$ cat config.mk
export PLATFORM = sky130hd
export DESIGN_NAME = program_loader
export DESIGN_NICKNAME = d
export VERILOG_FILES = /design/src/rtl/program_loader.sv
export SDC_FILE = /design/constraint.sdc
export NUM_CORES = 1
export LEC_CHECK = 0
export BUFFER_PORTS_ARGS = -buffer_cell sky130_fd_sc_hd__buf_2
export CORE_UTILIZATION = 35
export CTS_CLUSTER_DIAMETER = 200
export DETAILED_ROUTE_END_ITERATION = 16
export GPL_TIMING_DRIVEN = 0
export PLACE_DENSITY = 0.66
export SYNTH_ARGS = -nofsm -noshare
export SYNTH_HDL_FRONTEND = slang
export SYNTH_SLANG_ARGS = --single-unit
$ cat constraint.sdc
create_clock -name clk -period 1.4 [get_ports clk]
set_clock_uncertainty 0.1 [all_clocks]
set_input_delay 0.14 -clock clk [delete_from_list [all_inputs] [get_ports clk]]
set_output_delay 0.14 -clock clk [all_outputs]
set_load 0.02 [all_outputs]
$ cat src/rtl/program_loader.sv
// program_loader: streams a program image into the processor's unified memory, then releases the CPU.
// Optional macro LOADER_CHECKSUM_EN turns the in_last word into a checksum trailer.
module program_loader #(
  parameter int MEM_DEPTH = 64,
  parameter int CNT_W     = 7
) (
  input  logic             clk,
  input  logic             reset,
  input  logic             in_valid,
  output logic             in_ready,
  input  logic [31:0]      in_data,
  input  logic             in_last,
  input  logic             reload,
  output logic             mem_we,
  output logic [31:0]      mem_addr,
  output logic [31:0]      mem_wd,
  output logic             cpu_reset,
  output logic             load_done,
  output logic             load_error,
  output logic [CNT_W-1:0] word_count
);

  typedef enum logic [1:0] {LOAD, RELEASE, RUN, ERR} state_t;

  localparam logic [CNT_W-1:0] LAST_IDX = CNT_W'(MEM_DEPTH - 1);
  localparam logic [CNT_W-1:0] FULL_CNT = CNT_W'(MEM_DEPTH);

  state_t           state_q, state_d;
  logic             in_ready_q, in_ready_d;
  logic [CNT_W-1:0] word_count_q, word_count_d;
  logic             mem_we_q, mem_we_d;
  logic [31:0]      mem_addr_q, mem_addr_d;
  logic [31:0]      mem_wd_q, mem_wd_d;
  logic             cpu_reset_q, cpu_reset_d;
  logic             load_done_q, load_done_d;
  logic             load_error_q, load_error_d;
  logic             xfer;
  logic             write_word;
  logic             restart;
`ifdef LOADER_CHECKSUM_EN
  logic [31:0]      sum_q, sum_d;
`endif

  // in_ready is a flop, so it is guaranteed low during reset and only rises on the first edge after it.
  assign xfer    = in_valid && in_ready_q;
  assign restart = reload && ((state_q == RUN) || (state_q == ERR));

  always_comb begin
    state_d      = state_q;
    word_count_d = word_count_q;
    mem_we_d     = 1'b0;
    mem_addr_d   = mem_addr_q;
    mem_wd_d     = mem_wd_q;
    write_word   = xfer;
`ifdef LOADER_CHECKSUM_EN
    sum_d        = sum_q;
    if (in_last) write_word = 1'b0;
`endif

    case (state_q)
      LOAD: begin
        if (xfer) begin
          if (in_last) begin
`ifdef LOADER_CHECKSUM_EN
            state_d = (in_data == sum_q) ? RELEASE : ERR;
`else
            state_d = RELEASE;
`endif
          end else if (word_count_q == LAST_IDX) begin
            state_d = ERR;
          end
        end
      end
      RELEASE: state_d = RUN;
      RUN, ERR: if (reload) state_d = LOAD;
      default:  state_d = LOAD;
    endcase

    if (write_word) begin
      mem_we_d   = 1'b1;
      mem_addr_d = 32'(word_count_q) << 2;
      mem_wd_d   = in_data;
      if (word_count_q != FULL_CNT) word_count_d = word_count_q + CNT_W'(1);
`ifdef LOADER_CHECKSUM_EN
      sum_d      = sum_q + in_data;
`endif
    end

    if (restart) begin
      word_count_d = '0;
`ifdef LOADER_CHECKSUM_EN
      sum_d        = '0;
`endif
    end

    // Release status trails the RUN state by one edge so the CPU leaves reset two edges after the last word.
    in_ready_d   = (state_d == LOAD);
    cpu_reset_d  = !((state_q == RUN) && !reload);
    load_done_d  = (state_q == RUN) && !reload;
    load_error_d = (state_d == ERR);
  end

  always_ff @(posedge clk or posedge reset) begin
    if (reset) begin
      state_q      <= LOAD;
      in_ready_q   <= 1'b0;
      word_count_q <= '0;
      mem_we_q     <= 1'b0;
      mem_addr_q   <= '0;
      mem_wd_q     <= '0;
      cpu_reset_q  <= 1'b1;
      load_done_q  <= 1'b0;
      load_error_q <= 1'b0;
`ifdef LOADER_CHECKSUM_EN
      sum_q        <= '0;
`endif
    end else begin
      state_q      <= state_d;
      in_ready_q   <= in_ready_d;
      word_count_q <= word_count_d;
      mem_we_q     <= mem_we_d;
      mem_addr_q   <= mem_addr_d;
      mem_wd_q     <= mem_wd_d;
      cpu_reset_q  <= cpu_reset_d;
      load_done_q  <= load_done_d;
      load_error_q <= load_error_d;
`ifdef LOADER_CHECKSUM_EN
      sum_q        <= sum_d;
`endif
    end
  end

  assign in_ready   = in_ready_q;
  assign mem_we     = mem_we_q;
  assign mem_addr   = mem_addr_q;
  assign mem_wd     = mem_wd_q;
  assign cpu_reset  = cpu_reset_q;
  assign load_done  = load_done_q;
  assign load_error = load_error_q;
  assign word_count = word_count_q;

endmodule

==> impl_metrics.yaml, run 1 <==
clocking:
  tritoncts.num_buffers: 5
  htreeDepth: 2
  clock-sinks: 53
  cts_buffer_depth: 2
  clkSlewWorstSetupHoldPaths_ps: 90
  worstSkewPairLatency_ps: 300
  cts_tree: "built"
  cts_root_buffer: "clkbuf_8"
worst_setup_path:
  criticalPathCategory: "register to register"
  endpoint_kind: "register"
  worstPathArrival_ps: 1610
  cp.required_ps: 1530
  path_max_fanout: 5
  start_kind: "register"
synth:
  avgSynthCellArea_um2: 13.00
  synth_top_area_share_pct: 56.86
  synth_top_area_cell: "dfrtp_1"
  synthesis.area_um2: 2288
  netlist_instances: 176
  ys.warnings.count: 0
  ys_seq_area_share_pct: 58.01
  synth_area_leaders: "dfrtp_1, mux2_2, buf_4, nand2_1, a21oi_1"
  synth-seq-cells: 53
  yosysUniqueCellTypes: 29
sta:
  slew_viol_final: 0
  setup_viol: 6
  layout_min_cycle_time_ps: 1483
  rsz0062_at_grt: "true"
  max_slew_margin_pct: 26.92
  fin_crit_sh_pct: 105.9
  clock.fmax_mhz: 674.4
  tns_ps: -226.0
  fin_ws_ps: -82.87
  hold_ws_ps: 0.4290
  tightest_slew_ps: 1094
  finalHoldViolCount: 0
floorplanning:
  die_height_um: 82.86
  dieArea_um2: 6866
  die_w_um: 82.86
  num_rows: 29
  core_area_um2: 6314
  start_util_pct: 36.25
  io_pins: 113
global_route:
  met1_usage_pct: 19.49
  grt.busiest_layer: "met2"
  gr-usage-all-layers_pct: 15.54
  antenna_found_initial: 0
  grt_pass1_vias: 1809
  grt_use_met2_pct: 27.05
  grt-ovfl-total: 0
  grt_max_degree: 54
  use_met3_pct: 3.380
  grt_pass1_wl_um: 8659
placement:
  portBuffers: 87
  dp.cells: 364
  gp_congestion: 0.7322
  dpl.hpwl_um: 3215
power:
  ir_drop_v: 0.0009911
  powerDensity_nw_per_um2: 1838
  power_leakage_nw: 1.775
  power.total_mw: 6.480
hold_path:
  holdCritPathClass: "input pin to async pin"
route:
  wire_per_inst_um: 12.31
  first_iter_violations: 44
  drt_first_pass_iters: 4
  wl_um: 5085
  drc: 0
  ant_nets: 0
  via_per_inst: 4.416
  via_count: 1824
run:
  cap_violations: 0
layout:
  stdcell_count: 413
  drive_gt1_share_pct: 57.74
  area_growth_syn_to_layout_pct: 54.02
  fillers: 539
  multi_input_area_um2: 884.6
  antenna_cells: 0
  regArea_um2: 1335
  fin_nets: 374
status:
  run_status: "finished, violations left"
  violations: "negative setup slack"
==> cell families after synthesis <==
kind of cell               Yosys count  share of synthesized area (%)
DFF                                 53                          58.01
muxes                               39                          19.08
buffers and inverters               37                          10.39
and+or+nand+nor                     26                          6.287
AOI/OAI and AO/OA                   18                          4.975
adders and majority gates            2                          1.093
other                                1                         0.1639
==> metal layers <==
| metal | vias up | routed length (um) | share of wire, % |
|---|---|---|---|
| li1 | 872 | - | - |
| met1 | 875 | 2105 | 41 |
| met2 | 67 | 2620 | 52 |
| met3 | 10 | 281 | 5.5 |
| met4 | 0 | 77 | 1.5 |
| met5 | - | 0 | 0 |
==> registers in the layout (all words and copies together), names as in the netlist <==
signal      flops
load_done       1
in_ready        1
load_error      1
word_count      7
mem_we          1
mem_addr        7
cpu_reset       1
state_q         2
mem_wd         32
==> final timing paths <==
| check | end | from | depth (start not counted) | slack, ps |
|---|---|---|---|---|
| setup / recovery | state_q[1] | word_count[0] | 4 | -80 |
| hold reg to reg | mem_wd[14] | mem_wd[14] | 1 | 400 |
| min in group clk | load_error | in_last | 3 | 30 |
| setup reg to reg | state_q[1] | word_count[0] | 4 | -80 |
| hold / removal | mem_wd[0] | reset | 2 | 0.4 |
| max in group asynchronous | word_count[0] | reset | 2 | 570 |
==> through the flow <==
stage	setup WS (ps)	utilization [%]	cell area, um2
floorplan	-90.26	-	2414
global placement	-150.8	46.65	2945
detailed placement	-132.1	46.65	2945
CTS	-85.23	55.15	3482
global route	-124.4	55.83	3525
finish	-82.87	55.83	3525
==> worst max-delay path: stages (launching register included) <==
cell and delay, ps:
dfrtp_2 420, ha_4 160, nand3_4 90, or4_4 500, a21oi_1 140
==> cells in the mapped netlist (all sizes together) <==
cell type   n
o31ai       3
and2        1
a31oi       1
o21ba       1
mux2       37
mux2i       2
nand2      12
dfstp       1
a311o       1
buf        29
nand3       3
ha          2
a2bb2oi     1
or3         2
nor4        1
clkbuf      2
conb        1
dfrtp      52
or3b        1
nand3b      2
o21ai       5
a21oi       6
nor2        1
or4         3
inv         6
==> power breakdown <==
part / switching [mW] / internal, mW
registers: 0.336 / 2.16
clock network: 0.464 / 0.583
logic: 1.65 / 1.29
==> cells in the final DEF (no fill, tap or decap), types with 2 or more instances in the layout <==
| cell type | instances |
|---|---|
| dlygate4sd3_1 | 33 |
| or4_4 | 2 |
| nand2_1 | 11 |
| buf_4 | 35 |
| mux2_2 | 37 |
| a21oi_1 | 3 |
| nand3_1 | 2 |
| nand3b_1 | 2 |
| o31ai_1 | 2 |
| clkbuf_1 | 2 |
| inv_1 | 5 |
| dfrtp_1 | 46 |
| buf_6 | 3 |
| buf_2 | 86 |
| conb_1 | 25 |
| dfrtp_2 | 6 |
| mux2i_1 | 2 |
| o21ai_0 | 4 |
| clkbuf_8 | 6 |
| a21oi_2 | 3 |
==> cell type report <==
cell class	count	share of cell area [%]
multi-input cells	110	25.10
well taps	77	2.733
inverters	6	0.7455
repair buffers	128	23.71
plain buffers	31	6.532
flip-flops and latches	53	37.88
clock inverters	1	0.8520
clock buffers	7	2.449
==> timing repair <==
item                                    in CTS  in global routing
pin swaps                                    1                  4
endpoints found under the setup margin      49                 40
hold buffers                                33                  0
hold endpoints to repair                    33                  0
buffers inserted                             7                  1
gates resized for setup                     11                 10
Note: power is estimated with default switching activity, not from simulation.
==> run 2, diff against run 1 <==
--- a/config.mk
+++ b/config.mk
@@ -10,7 +10,7 @@
 export CTS_CLUSTER_DIAMETER = 200
 export DETAILED_ROUTE_END_ITERATION = 16
 export GPL_TIMING_DRIVEN = 0
-export PLACE_DENSITY = 0.66
+export PLACE_DENSITY = 0.69
 export SYNTH_ARGS = -nofsm -noshare
 export SYNTH_HDL_FRONTEND = slang
 export SYNTH_SLANG_ARGS = --single-unit
==> impl_metrics.yaml, run 2 (synthesized netlist as in run 1, its figures left out) <==
layout:
  antenna_cells: 0
  largest_reg_flops: 32
  stdcell_count: 411
  area_growth_syn_to_layout_pct: 52.11
  fin_nets: 372
  final_cell_mix: "buf_2, dfrtp_1, mux2_2, buf_4, dlygate4sd3_1"
  drive_gt1_share_pct: 56.29
  layout_commonest_cell: "buf_2"
  fillers: 538
route:
  wire_per_inst_um: 12.11
  drc: 0
  via_per_inst: 4.387
  first_iter_violations: 43
  via_count: 1803
  wl_um: 4977
  ant_nets: 0
  drt_first_pass_iters: 6
floorplanning:
  start_util_pct: 36.25
  die_height_um: 82.86
  die_w_um: 82.86
  core_area_um2: 6314
  num_rows: 29
  dieArea_um2: 6866
  io_pins: 113
sta:
  rsz0062_at_grt: "true"
  slew_viol_final: 0
  fin_ws_ps: -71.64
  finalHoldViolCount: 0
  layout_min_cycle_time_ps: 1472
  clock.fmax_mhz: 679.5
  max_slew_margin_pct: 26.11
  setup_viol: 5
  tns_ps: -176.6
  tightest_slew_ps: 1106
  fin_crit_sh_pct: 105.1
worst_setup_path:
  start_kind: "register"
  criticalPathCategory: "register to register"
  crit_path_max_incr_delay_ps: 500
  r2r-end: "load_error"
  worstPathArrival_ps: 1590
  path_max_fanout: 4
  endpoint_kind: "register"
  crit_path_cell_trace: "ha_4 -> nand3_4 -> or4_4 -> o21ai_2"
  cp.required_ps: 1520
  reg2reg_from: "word_count[0]"
  reg2reg_slack_ps: -70
  reg2reg_depth: 4
  cp_slowest_cell: "or4_4"
clocking:
  tritoncts.num_buffers: 5
  cts_tree: "built"
  clock-sinks: 53
  cts_buffer_depth: 2
  worstSkewPairLatency_ps: 290
  cts_root_buffer: "clkbuf_8"
  clkSlewWorstSetupHoldPaths_ps: 90
  htreeDepth: 2
placement:
  portBuffers: 87
  dpl.hpwl_um: 3190
  gp_congestion: 0.7573
  dp.cells: 364
global_route:
  grt_pass1_wl_um: 8576
  grt-ovfl-total: 0
  gr-usage-all-layers_pct: 15.28
  grt_max_degree: 54
  grt_pass1_vias: 1854
  antenna_found_initial: 0
run:
  cap_violations: 0
hold_path:
  holdCritPathClass: "input pin to async pin"
power:
  ir_drop_v: 0.001035
  power_leakage_nw: 1.763
  powerDensity_nw_per_um2: 1823
  power.total_mw: 6.345
status:
  violations: "negative setup slack"
  run_status: "finished, violations left"
[run 2: cell count changes in the layout (fill, tap and decap cells not counted), sizes merged]
cell / change
bufinv: -1
buf: -2
clkinv: +1
[run 2: stage by stage]
stage | worst slack (ps) | utilization, % | cell area [um2] | hold WS [ps]
floorplan | -90.26 | - | 2414 | 101.0
global placement | -129.1 | 46.65 | 2945 | 271.7
detailed placement | -137.6 | 46.65 | 2945 | 275.0
CTS | -73.19 | 54.52 | 3442 | 24.54
global route | -107.2 | 55.13 | 3481 | 33.09
finish | -71.64 | 55.13 | 3481 | 4.621
[run 2: worst max path at each step]
stage	endpoint	cells past startpoint	startpoint
finish	load_error	4	word_count[0]
global route	load_error	4	word_count[1]
global placement	mem_addr[8]	3	in_ready
detailed placement	mem_addr[8]	3	in_ready
CTS	state_q[1]	4	word_count[1]
floorplan	load_error	4	word_count[0]
[run 2: final cells by class]
type | count | area (um2) | share of cell area (%)
Clock buffer | 7 | 96.34 | 2.768
Timing Repair Buffer | 126 | 810.8 | 23.29
Multi-Input combinational cell | 110 | 880.8 | 25.31
Buffer | 31 | 230.2 | 6.614
Inverter | 6 | 26.28 | 0.7549
Sequential cell | 53 | 1335 | 38.35
Clock inverter | 1 | 5.005 | 0.1438
Tap cell | 77 | 96.34 | 2.768
[run 2: worst max-delay path, delay by kind of cell (launching register included)]
kind / cells / cell delay (ps)
DFF: 1 / 430
AOI/OAI and AO/OA: 1 / 130
and+or+nand+nor: 2 / 580
adders and majority gates: 1 / 160
[run 2: routing by layer]
layer  up-vias  part of all wire, %  GRT usage (%)
met5         -                    0              0
li1        866                    -              -
met1       864                   41          18.03
met4         0                 0.58          4.232
met2        69                   52          26.75
met3         4                  6.1          4.771
[run 2: timing repair]
action / in CTS / in global routing
setup buffers: 5 / 1
pin swaps: 2 / 2
hold buffers: 33 / 0
gates resized for setup: 7 / 8
endpoints found under the hold margin: 33 / 0
setup endpoints to repair: 50 / 11
[run 2: where the power goes]
group,internal (mW),switching (mW),total [mW]
sequential,2.16,0.350,2.51
combinational,1.28,1.63,2.92
clock,0.448,0.472,0.919
